`src/rtl/aes_block_serializer.sv`:
```
// -----------------------------------------------------------------------------
// aes_block_serializer
//
// Transmit side of the AES engine's HWPE stream datapath. One BLOCK_WIDTH-bit
// result block is taken from the AES core and sent as BEATS beats of
// DATA_WIDTH bits, least significant word first, on an outgoing stream that
// the sink can stall. Each completed block raises a one-cycle done pulse and
// increments a wrapping sent-block counter.
//
// Ports
//   clk_i          in   clock, rising edge
//   rst_i          in   synchronous active-high reset
//   clear_i        in   synchronous soft clear (same effect as rst_i)
//   blk_valid_i    in   result block available
//   blk_ready_o    out  block accepted this cycle (combinational)
//   blk_data_i     in   result block, sampled only on acceptance
//   out_valid_o    out  stream beat valid
//   out_ready_i    in   stream sink ready
//   out_data_o     out  stream beat data
//   out_strb_o     out  byte strobes (all ones while a beat is valid)
//   busy_o         out  block held and not fully sent
//   block_done_o   out  one-cycle pulse after the last beat handshake
//   blocks_sent_o  out  blocks completed since reset/clear (wraps)
//   dbg_state_o    out  FSM state (0 = IDLE, 1 = SEND)
//   dbg_beat_cnt_o out  index of the beat currently presented
//
// Handshakes: a transfer happens on the rising edge where valid && ready are
// both high. A producer never withdraws valid and never changes its data
// until that transfer has happened. out_valid_o follows this rule; the
// serializer itself may raise or lower blk_ready_o at any time.
//
// BLOCK_WIDTH must be an integer multiple of DATA_WIDTH.
// -----------------------------------------------------------------------------
module aes_block_serializer #(
  parameter  int DATA_WIDTH  = 32,
  parameter  int BLOCK_WIDTH = 128,
  parameter  int CNT_WIDTH   = 16,
  localparam int BEATS       = BLOCK_WIDTH / DATA_WIDTH,
  localparam int BEAT_W      = (BEATS > 1) ? $clog2(BEATS) : 1,
  localparam int STRB_W      = DATA_WIDTH / 8
) (
  input  logic                   clk_i,
  input  logic                   rst_i,
  input  logic                   clear_i,
  input  logic                   blk_valid_i,
  output logic                   blk_ready_o,
  input  logic [BLOCK_WIDTH-1:0] blk_data_i,
  output logic                   out_valid_o,
  input  logic                   out_ready_i,
  output logic [DATA_WIDTH-1:0]  out_data_o,
  output logic [STRB_W-1:0]      out_strb_o,
  output logic                   busy_o,
  output logic                   block_done_o,
  output logic [CNT_WIDTH-1:0]   blocks_sent_o,
  output logic                   dbg_state_o,
  output logic [BEAT_W-1:0]      dbg_beat_cnt_o
);

  typedef enum logic {
    ST_IDLE = 1'b0,
    ST_SEND = 1'b1
  } state_t;

  state_t                 r_state;
  logic [BEAT_W-1:0]      r_beat_cnt;
  logic [BLOCK_WIDTH-1:0] r_block;
  logic                   r_out_valid;
  logic [DATA_WIDTH-1:0]  r_out_data;
  logic [STRB_W-1:0]      r_out_strb;
  logic                   r_done;
  logic [CNT_WIDTH-1:0]   r_blocks_sent;

  logic                   w_soft_reset;
  logic                   w_last_beat;
  logic                   w_beat_hs;
  logic                   w_blk_ready;
  logic                   w_accept;
  logic [BEAT_W-1:0]      w_beat_inc;
  logic [DATA_WIDTH-1:0]  w_in_word0;
  logic [DATA_WIDTH-1:0]  w_words [BEATS];

  // Held block viewed as an array of beats; beat 0 is the least significant word.
  always_comb begin
    for (int i = 0; i < BEATS; i++) begin
      w_words[i] = r_block[i*DATA_WIDTH +: DATA_WIDTH];
    end
  end

  assign w_soft_reset = rst_i || clear_i;
  assign w_last_beat  = (r_beat_cnt == BEAT_W'(BEATS - 1));
  assign w_beat_hs    = r_out_valid && out_ready_i;
  assign w_beat_inc   = r_beat_cnt + BEAT_W'(1);
  assign w_in_word0   = blk_data_i[DATA_WIDTH-1:0];

  // A new block is taken when idle, or in the very cycle the last beat of the
  // current block leaves; the latter is what gives bubble-free back-to-back
  // blocks. Ready is held low during reset/clear so a block offered in that
  // cycle is never silently dropped.
  always_comb begin
    w_blk_ready = 1'b0;
    if (!w_soft_reset) begin
      if (r_state == ST_IDLE) begin
        w_blk_ready = 1'b1;
      end else if (w_last_beat && out_ready_i) begin
        w_blk_ready = 1'b1;
      end
    end
  end

  assign w_accept = blk_valid_i && w_blk_ready;

  always_ff @(posedge clk_i) begin
    if (w_soft_reset) begin
      r_state       <= ST_IDLE;
      r_beat_cnt    <= '0;
      r_block       <= '0;
      r_out_valid   <= 1'b0;
      r_out_data    <= '0;
      r_out_strb    <= '0;
      r_done        <= 1'b0;
      r_blocks_sent <= '0;
    end else begin
      r_done <= 1'b0;
      case (r_state)
        ST_IDLE: begin
          if (w_accept) begin
            r_block     <= blk_data_i;
            r_beat_cnt  <= '0;
            r_state     <= ST_SEND;
            r_out_valid <= 1'b1;
            r_out_data  <= w_in_word0;
            r_out_strb  <= '1;
          end
        end

        ST_SEND: begin
          // Without a handshake every output register keeps its value,
          // which keeps the beat stable under backpressure.
          if (w_beat_hs) begin
            if (w_last_beat) begin
              r_done        <= 1'b1;
              r_blocks_sent <= r_blocks_sent + CNT_WIDTH'(1);
              r_beat_cnt    <= '0;
              if (w_accept) begin
                // Next block's beat 0 goes out straight from the input bus.
                r_block    <= blk_data_i;
                r_out_data <= w_in_word0;
              end else begin
                r_state     <= ST_IDLE;
                r_out_valid <= 1'b0;
                r_out_data  <= '0;
                r_out_strb  <= '0;
              end
            end else begin
              r_beat_cnt <= w_beat_inc;
              r_out_data <= w_words[w_beat_inc];
            end
          end
        end

        default: begin
          r_state <= ST_IDLE;
        end
      endcase
    end
  end

  assign blk_ready_o    = w_blk_ready;
  assign out_valid_o    = r_out_valid;
  assign out_data_o     = r_out_data;
  assign out_strb_o     = r_out_strb;
  assign busy_o         = (r_state == ST_SEND);
  assign block_done_o   = r_done;
  assign blocks_sent_o  = r_blocks_sent;
  assign dbg_state_o    = r_state;
  assign dbg_beat_cnt_o = r_beat_cnt;

endmodule

```
`config.mk`:
```
export PLATFORM = sky130hd
export DESIGN_NAME = aes_block_serializer
export DESIGN_NICKNAME = d
export VERILOG_FILES = /design/src/rtl/aes_block_serializer.sv
export SDC_FILE = /design/constraint.sdc
export NUM_CORES = 1
export LEC_CHECK = 0
export BUFFER_PORTS_ARGS = -buffer_cell sky130_fd_sc_hd__buf_2
export CAP_MARGIN = 20
export CORE_UTILIZATION = 40
export CTS_CLUSTER_DIAMETER = 150
export DETAILED_ROUTE_END_ITERATION = 7
export GPL_TIMING_DRIVEN = 0
export PLACE_DENSITY = 0.76
export SLEW_MARGIN = 20
export SYNTH_ARGS = -nofsm -noshare
export SYNTH_HDL_FRONTEND = slang
export SYNTH_SLANG_ARGS = --single-unit
```
`constraint.sdc`:
```
create_clock -name clk_i -period 1.75 [get_ports clk_i]
set_input_delay 0.175 -clock clk_i [delete_from_list [all_inputs] [get_ports clk_i]]
set_output_delay 0.175 -clock clk_i [all_outputs]
set_load 0.02 [all_outputs]
```
# --- Yosys cells after proc, flatten, opt, wreduce, memory -nomap -nowiden ---
# Cells that the tools add are included.
totals:
  inputBits: 133
  wordCells: 62
  ff_bits: 185
  output_inout_bits: 59
classes:
  n_addsub: 2
  n_lt_le_gt_ge: 1
  mux: 34
  n_bitwise: 3
  reduce_logical: 9
  n_eq_ne: 5
op_table:
  columns: ["operator", "n"]
  rows:
  - ["$mux 128", 3]
  - ["$pmux 128 s2", 1]
  - ["$mux 32", 6]
  - ["$bmux 32 s2", 1]
  - ["$pmux 32 s2", 1]
  - ["$add 16x1->16 const B", 1]
  - ["$mux 4", 4]
  - ["$mux 1", 11]
  - ["$pmux 4 s2", 1]
  - ["$mux 2", 3]
  - ["$ne 2x1->1 const B", 2]
  - ["$ne 2x2->1 const B", 2]
  - ["$pmux 1 s2", 2]
  - ["$pmux 2 s2", 1]
  - ["$reduce_and 2->1", 2]
  - ["$reduce_and 4->1", 1]
  - ["$ge 3x3->1 const B", 1]
  - ["$logic_and 1x1->1", 3]
  - ["$not 2->3", 1]
  - ["$reduce_and 3->1", 1]
  - ["$reduce_or 3->1", 1]
  - ["$add 2x1->2 const B", 1]
  - ["$eq 2x2->1 const B", 1]
  - ["$not 1->1", 2]
  - ["$logic_or 1x1->1", 1]

# --- Logic depth before layout (Yosys ltp) ---
depth:
  depth_word: 10
  ltp_mapped: 7
  ltp_nobuf: 5

# --- Worst setup path before layout ---
# OpenSTA, ideal clock, no wires.
synth_path:
  path_kind: "flip-flop to flip-flop"
  start: "reg r_beat_cnt[0], in the netlist dbg_beat_cnt_o[0]"
  end: "reg r_out_data[0], in the netlist out_data_o[0]"
  synth_period_minus_slack_ns: 1.896
  arrival_time_ns: 1.759
  stages_incl_launch_ff: 7
  slack_ns: -0.146
  setup_time_ns: 0.138
  cell_sequence: "dfxtp_1 -> ha_1 -> buf_2 -> buf_4 -> mux4_2 -> mux2i_1 -> a211oi_1"
synth_between:
  elab_chain_len: 10
  word_cells_on_any_way: 17
  classes_between: "1 x add/sub; 2 x eq/ne; 10 x mux; 1 x bitwise; 3 x reduce/logical"
synth_lines:
  columns: ["item", "line", "source"]
  rows:
  - ["start, declared", "65", "logic [BEAT_W-1:0] r_beat_cnt;"]
  - ["start signal, assigned", "155", "r_beat_cnt <= w_beat_inc;"]
  - ["parallel branches: the longest is 10 deep, another holds $add 2x1->2", null, null]
  - ["end signal, assigned", "131", "r_out_data <= w_in_word0;"]
  - ["end signal, assigned", "147", "r_out_data <= w_in_word0;"]
  - ["end signal, assigned", "156", "r_out_data <= w_words[w_beat_inc];"]
  - ["end, declared", "68", "logic [DATA_WIDTH-1:0] r_out_data;"]
# Several ways; the timed one is not identified. The select of a mux whose other input is x is not followed.
# A chain may end at the register's enable or synchronous reset.

# --- Worst setup path in the final report ---
layout_path:
  start: "reg r_beat_cnt[1], in the netlist dbg_beat_cnt_o[1]"
  end: "reg r_out_data[13], in the netlist out_data_o[13]"
# The elaborated chain is that of the path after synthesis.

==> summary.json <==
{
  "worst_hold_path.endpoint": "r_block[110]$_SDFFE_PP0P_",
  "fin_setup_tns_ns": -0.472,
  "worst_setup_path_end_kind": "flip-flop",
  "final_layout_size_suffix_gt1_share_pct": 28.3,
  "cts_tree": "built",
  "routabilityCongestion": 0.807,
  "final_cell_area_um2": 10700,
  "ys_types": 39,
  "core_region_area_um2": 18800,
  "fin_crit_ns": 1.82,
  "timing.reg2reg.worst_path_depth": 5,
  "relSlewSlack_pct": 57.1,
  "finalWorstSetupSlack_ns": -0.0655,
  "total_leakage_power_nw": 4.07,
  "start_util_pct": 40.8,
  "cts_inserted_buffers": 17,
  "synthToLayoutAreaGrowth_pct": 39.3,
  "crit_required_ns": 2.04,
  "synth_nets": 994,
  "tightestPinTransition_ns": 0.644,
  "pwr-share-comb_pct": 10.2,
  "period_share_pct": 104,
  "rrSetupSlack_ns": -0.07,
  "drt_pre_antenna_iters": 5,
  "async_reset_ff_share_pct": 0,
  "antenna-diode-count": 0,
  "max_cap_violations": 0,
  "power_frac_seq_pct": 47.1,
  "post_synth_most_frequent_cells": "sky130_fd_sc_hd__nand2_1 (264), sky130_fd_sc_hd__dfxtp_1 (181), sky130_fd_sc_hd__a21oi_1 (139), sky130_fd_sc_hd__nor2_1 (46)",
  "outcome": "finished with violations",
  "endpoint_of_the_worst_slack_reg_to_reg_timing_path": "out_data_o[13]$_SDFFE_PP0P_",
  "netlist.area_leader.share_pct": 47.3,
  "arrival_time_of_the_worst_setup_path_ns": 2.11,
  "mappedNetlistArea_um2": 7660,
  "num_rows": 50,
  "min_path_type": "input pin to flip-flop",
  "tritoncts_num_sinks": 181,
  "worst_ir_drop_vdd_mv": 0.638,
  "power.density_nw_per_um2": 836,
  "clock-root-buffer": "sky130_fd_sc_hd__clkbuf_16",
  "die_h_um": 140,
  "detail-route-antenna-nets": 0,
  "pwr-share-clk_pct": 42.7,
  "wire_per_inst_um": 17.1,
  "cts_buffer_depth": 2,
  "gr-usage-all-layers_pct": 24.6,
  "timing.hold.worst.start": "blk_data_i[110]",
  "place_hpwl_um": 16600,
  "timing.fmax_mhz": 551,
  "ys_ff_latch": 181,
  "post_synth.cell_area_avg_um2": 8.92,
  "violations": "setup timing",
  "pin_count_of_the_biggest_net_entering_global_routing": 17,
  "p_int_w": 0.00675,
  "rsz_0062_raised_after_global_routing": "yes",
  "detail_route.drc_violations": 0,
  "synth_top_cell_by_area": "sky130_fd_sc_hd__dfxtp_1",
  "postPlaceCellArea_um2": 8970,
  "finalHoldViolations": 0,
  "avgViaCountPerCell": 5.10,
  "final-setup-viol-count": 15,
  "grt_pass1_wl_um": 36900,
  "design.die.area_um2": 19700,
  "clkTransAtPathRegs_ns": 0.07,
  "grt_antenna_before_repair": 0,
  "nNetsFinal": 1305,
  "pre_cts_ws_ns": -0.255,
  "skew_ns": 0.00859,
  "num_vias": 7229,
  "power.switching_w": 0.00218,
  "timing.final.max_slew_violations": 0,
  "synth_enable_flop_cells": 0,
  "wirelength_um": 24200,
  "synth.area.top_cells": "sky130_fd_sc_hd__dfxtp_1 (47%), sky130_fd_sc_hd__nand2_1 (13%), sky130_fd_sc_hd__mux4_2 (9.4%)",
  "initialDrtViolationCount": 395,
  "cts-htree-levels": 4,
  "cp_max_fo": 6,
  "r2r_start": "dbg_beat_cnt_o[1]$_SDFFE_PP0P_",
  "crit_path_start_kind": "flip-flop",
  "die-width_um": 140,
  "clk_latency_ns": 0.43,
  "setup.worst_path.class": "flip-flop to flip-flop",
  "overflow": 0,
  "port_buffers": 191,
  "swShare_pct": 24.4,
  "synth_flop_cell": "sky130_fd_sc_hd__dfxtp_1",
  "synth-warning-count": 0,
  "syn-instance-count": 859,
  "first_global_vias": 7004,
  "worst_hold_path.num_cells": 3,
  "synth_sequential_area_ratio_pct": 47.3,
  "synth_most_common_cell": "sky130_fd_sc_hd__nand2_1",
  "io_pins": 192
}
## power groups by stage
stage | Sequential (W) | Combinational, W | Clock, W
after CTS | 0.00421 | 0.000873 | 0.00385
after detailed placement | 0.00430 | 0.000710 | 0
after global placement | 0.00430 | 0.000702 | 0
final | 0.00421 | 0.000907 | 0.00381
after global routing | 0.00421 | 0.000979 | 0.00402
after floorplan | 0.00432 | 0.000355 | 0
## how the worst max path moves through the flow
| stage | from | end | cells past startpoint |
|---|---|---|---|
| floorplan | dbg_beat_cnt_o[1]$_SDFFE_PP0P_ | out_data_o[19]$_SDFFE_PP0P_ | 6 |
| global placement | out_strb_o[2]$_SDFFE_PP0P_ | out_data_o[2]$_SDFFE_PP0P_ | 4 |
| detailed placement | out_strb_o[2]$_SDFFE_PP0P_ | out_data_o[25]$_SDFFE_PP0P_ | 4 |
| CTS | dbg_beat_cnt_o[1]$_SDFFE_PP0P_ | out_data_o[17]$_SDFFE_PP0P_ | 6 |
| global route | dbg_beat_cnt_o[1]$_SDFFE_PP0P_ | out_data_o[1]$_SDFFE_PP0P_ | 5 |
| finish | dbg_beat_cnt_o[1]$_SDFFE_PP0P_ | out_data_o[13]$_SDFFE_PP0P_ | 5 |
## sequential cells by signal, summed over array words and instances, names as in the netlist
name	cells
busy_o	1
r_block	128
block_done_o	1
out_data_o	32
dbg_beat_cnt_o	2
blocks_sent_o	16
out_strb_o	1
## routing by layer
metal | track usage [%] | share of wire [%] | up-vias
li1 | - | - | 3545
met3 | 3.52 | 5.1 | 29
met5 | 0 | 0 | -
met2 | 43.4 | 50 | 245
met1 | 30.6 | 43 | 3410
met4 | 9.02 | 2.1 | 0
## per-stage QoR
stage / total power (W) / util [%] / hold WS, ns / instances
after floorplan: 0.00467 / - / 0.292 / 859
after global placement: 0.00500 / 47.8 / 0.418 / 1284
after detailed placement: 0.00501 / 47.8 / 0.420 / 1284
after CTS: 0.00893 / 56.2 / 0.000251 / 1411
after global routing: 0.00921 / 56.9 / 0.00471 / 1417
final: 0.00893 / 56.9 / 0.00954 / 1417
## final cells by class
type | instances | area [um^2]
buffer | 71 | 568
clock buffer | 20 | 447
clock inverter | 12 | 129
fill | 1698 | 8090
inverter | 3 | 11.3
multi-input combinational | 603 | 3620
sequential | 181 | 3630
tap | 234 | 293
timing repair buffer | 293 | 1980
## cells in the final DEF (no fill, tap or decap), types with 2 or more instances in the layout
cell type,count
sky130_fd_sc_hd__a211oi_1,32
sky130_fd_sc_hd__a21oi_1,137
sky130_fd_sc_hd__a21oi_2,2
sky130_fd_sc_hd__and3_1,4
sky130_fd_sc_hd__and4_1,2
sky130_fd_sc_hd__buf_12,4
sky130_fd_sc_hd__buf_2,198
sky130_fd_sc_hd__buf_4,25
sky130_fd_sc_hd__buf_6,18
sky130_fd_sc_hd__buf_8,3
sky130_fd_sc_hd__bufinv_16,2
sky130_fd_sc_hd__clkbuf_1,19
sky130_fd_sc_hd__clkbuf_16,18
sky130_fd_sc_hd__clkbuf_2,3
sky130_fd_sc_hd__clkbuf_4,5
sky130_fd_sc_hd__clkinv_2,4
sky130_fd_sc_hd__clkinvlp_4,3
sky130_fd_sc_hd__dfxtp_1,176
sky130_fd_sc_hd__dfxtp_2,4
sky130_fd_sc_hd__dlygate4sd3_1,90
sky130_fd_sc_hd__inv_1,3
sky130_fd_sc_hd__inv_6,2
sky130_fd_sc_hd__mux2i_1,31
sky130_fd_sc_hd__mux4_2,32
sky130_fd_sc_hd__nand2_1,264
sky130_fd_sc_hd__nand3_1,9
sky130_fd_sc_hd__nand4_1,3
sky130_fd_sc_hd__nand4b_1,2
sky130_fd_sc_hd__nor2_1,46
sky130_fd_sc_hd__nor3_1,2
sky130_fd_sc_hd__o21ai_0,6
sky130_fd_sc_hd__or3_1,4
sky130_fd_sc_hd__xnor2_1,6
sky130_fd_sc_hd__xor2_1,3
## timing repair
action                     4_1_cts  5_1_grt
hold buffers                    89        1
hold endpoints to repair        89        1
gates resized for setup         16       38
gates cloned                     1        1
pin swaps                        7       10
setup buffers                    6        5
setup endpoints to repair      152      155
## cells by family (layout without fill, tap and decap cells)
logic type,after synthesis,after routing,share of synthesized area (%)
AND/OR/NAND/NOR,346,346,18.3
multiplexers,64,64,13.6
buffers and inverters,75,399,6.06
flip-flops,181,181,47.3
XOR/XNOR,9,9,1.03
AO/OA/AOI/OAI,182,182,13.4
adder cells (fa/ha/maj),2,2,0.326
## critical path: stages (launching register included)
cell,delay [ns]
sky130_fd_sc_hd__dfxtp_4,0.35
sky130_fd_sc_hd__ha_4,0.36
sky130_fd_sc_hd__buf_12,0.15
sky130_fd_sc_hd__mux4_2,0.51
sky130_fd_sc_hd__mux2i_2,0.19
sky130_fd_sc_hd__a211oi_1,0.10
No activity file was read; power rests on OpenSTA's default activity.
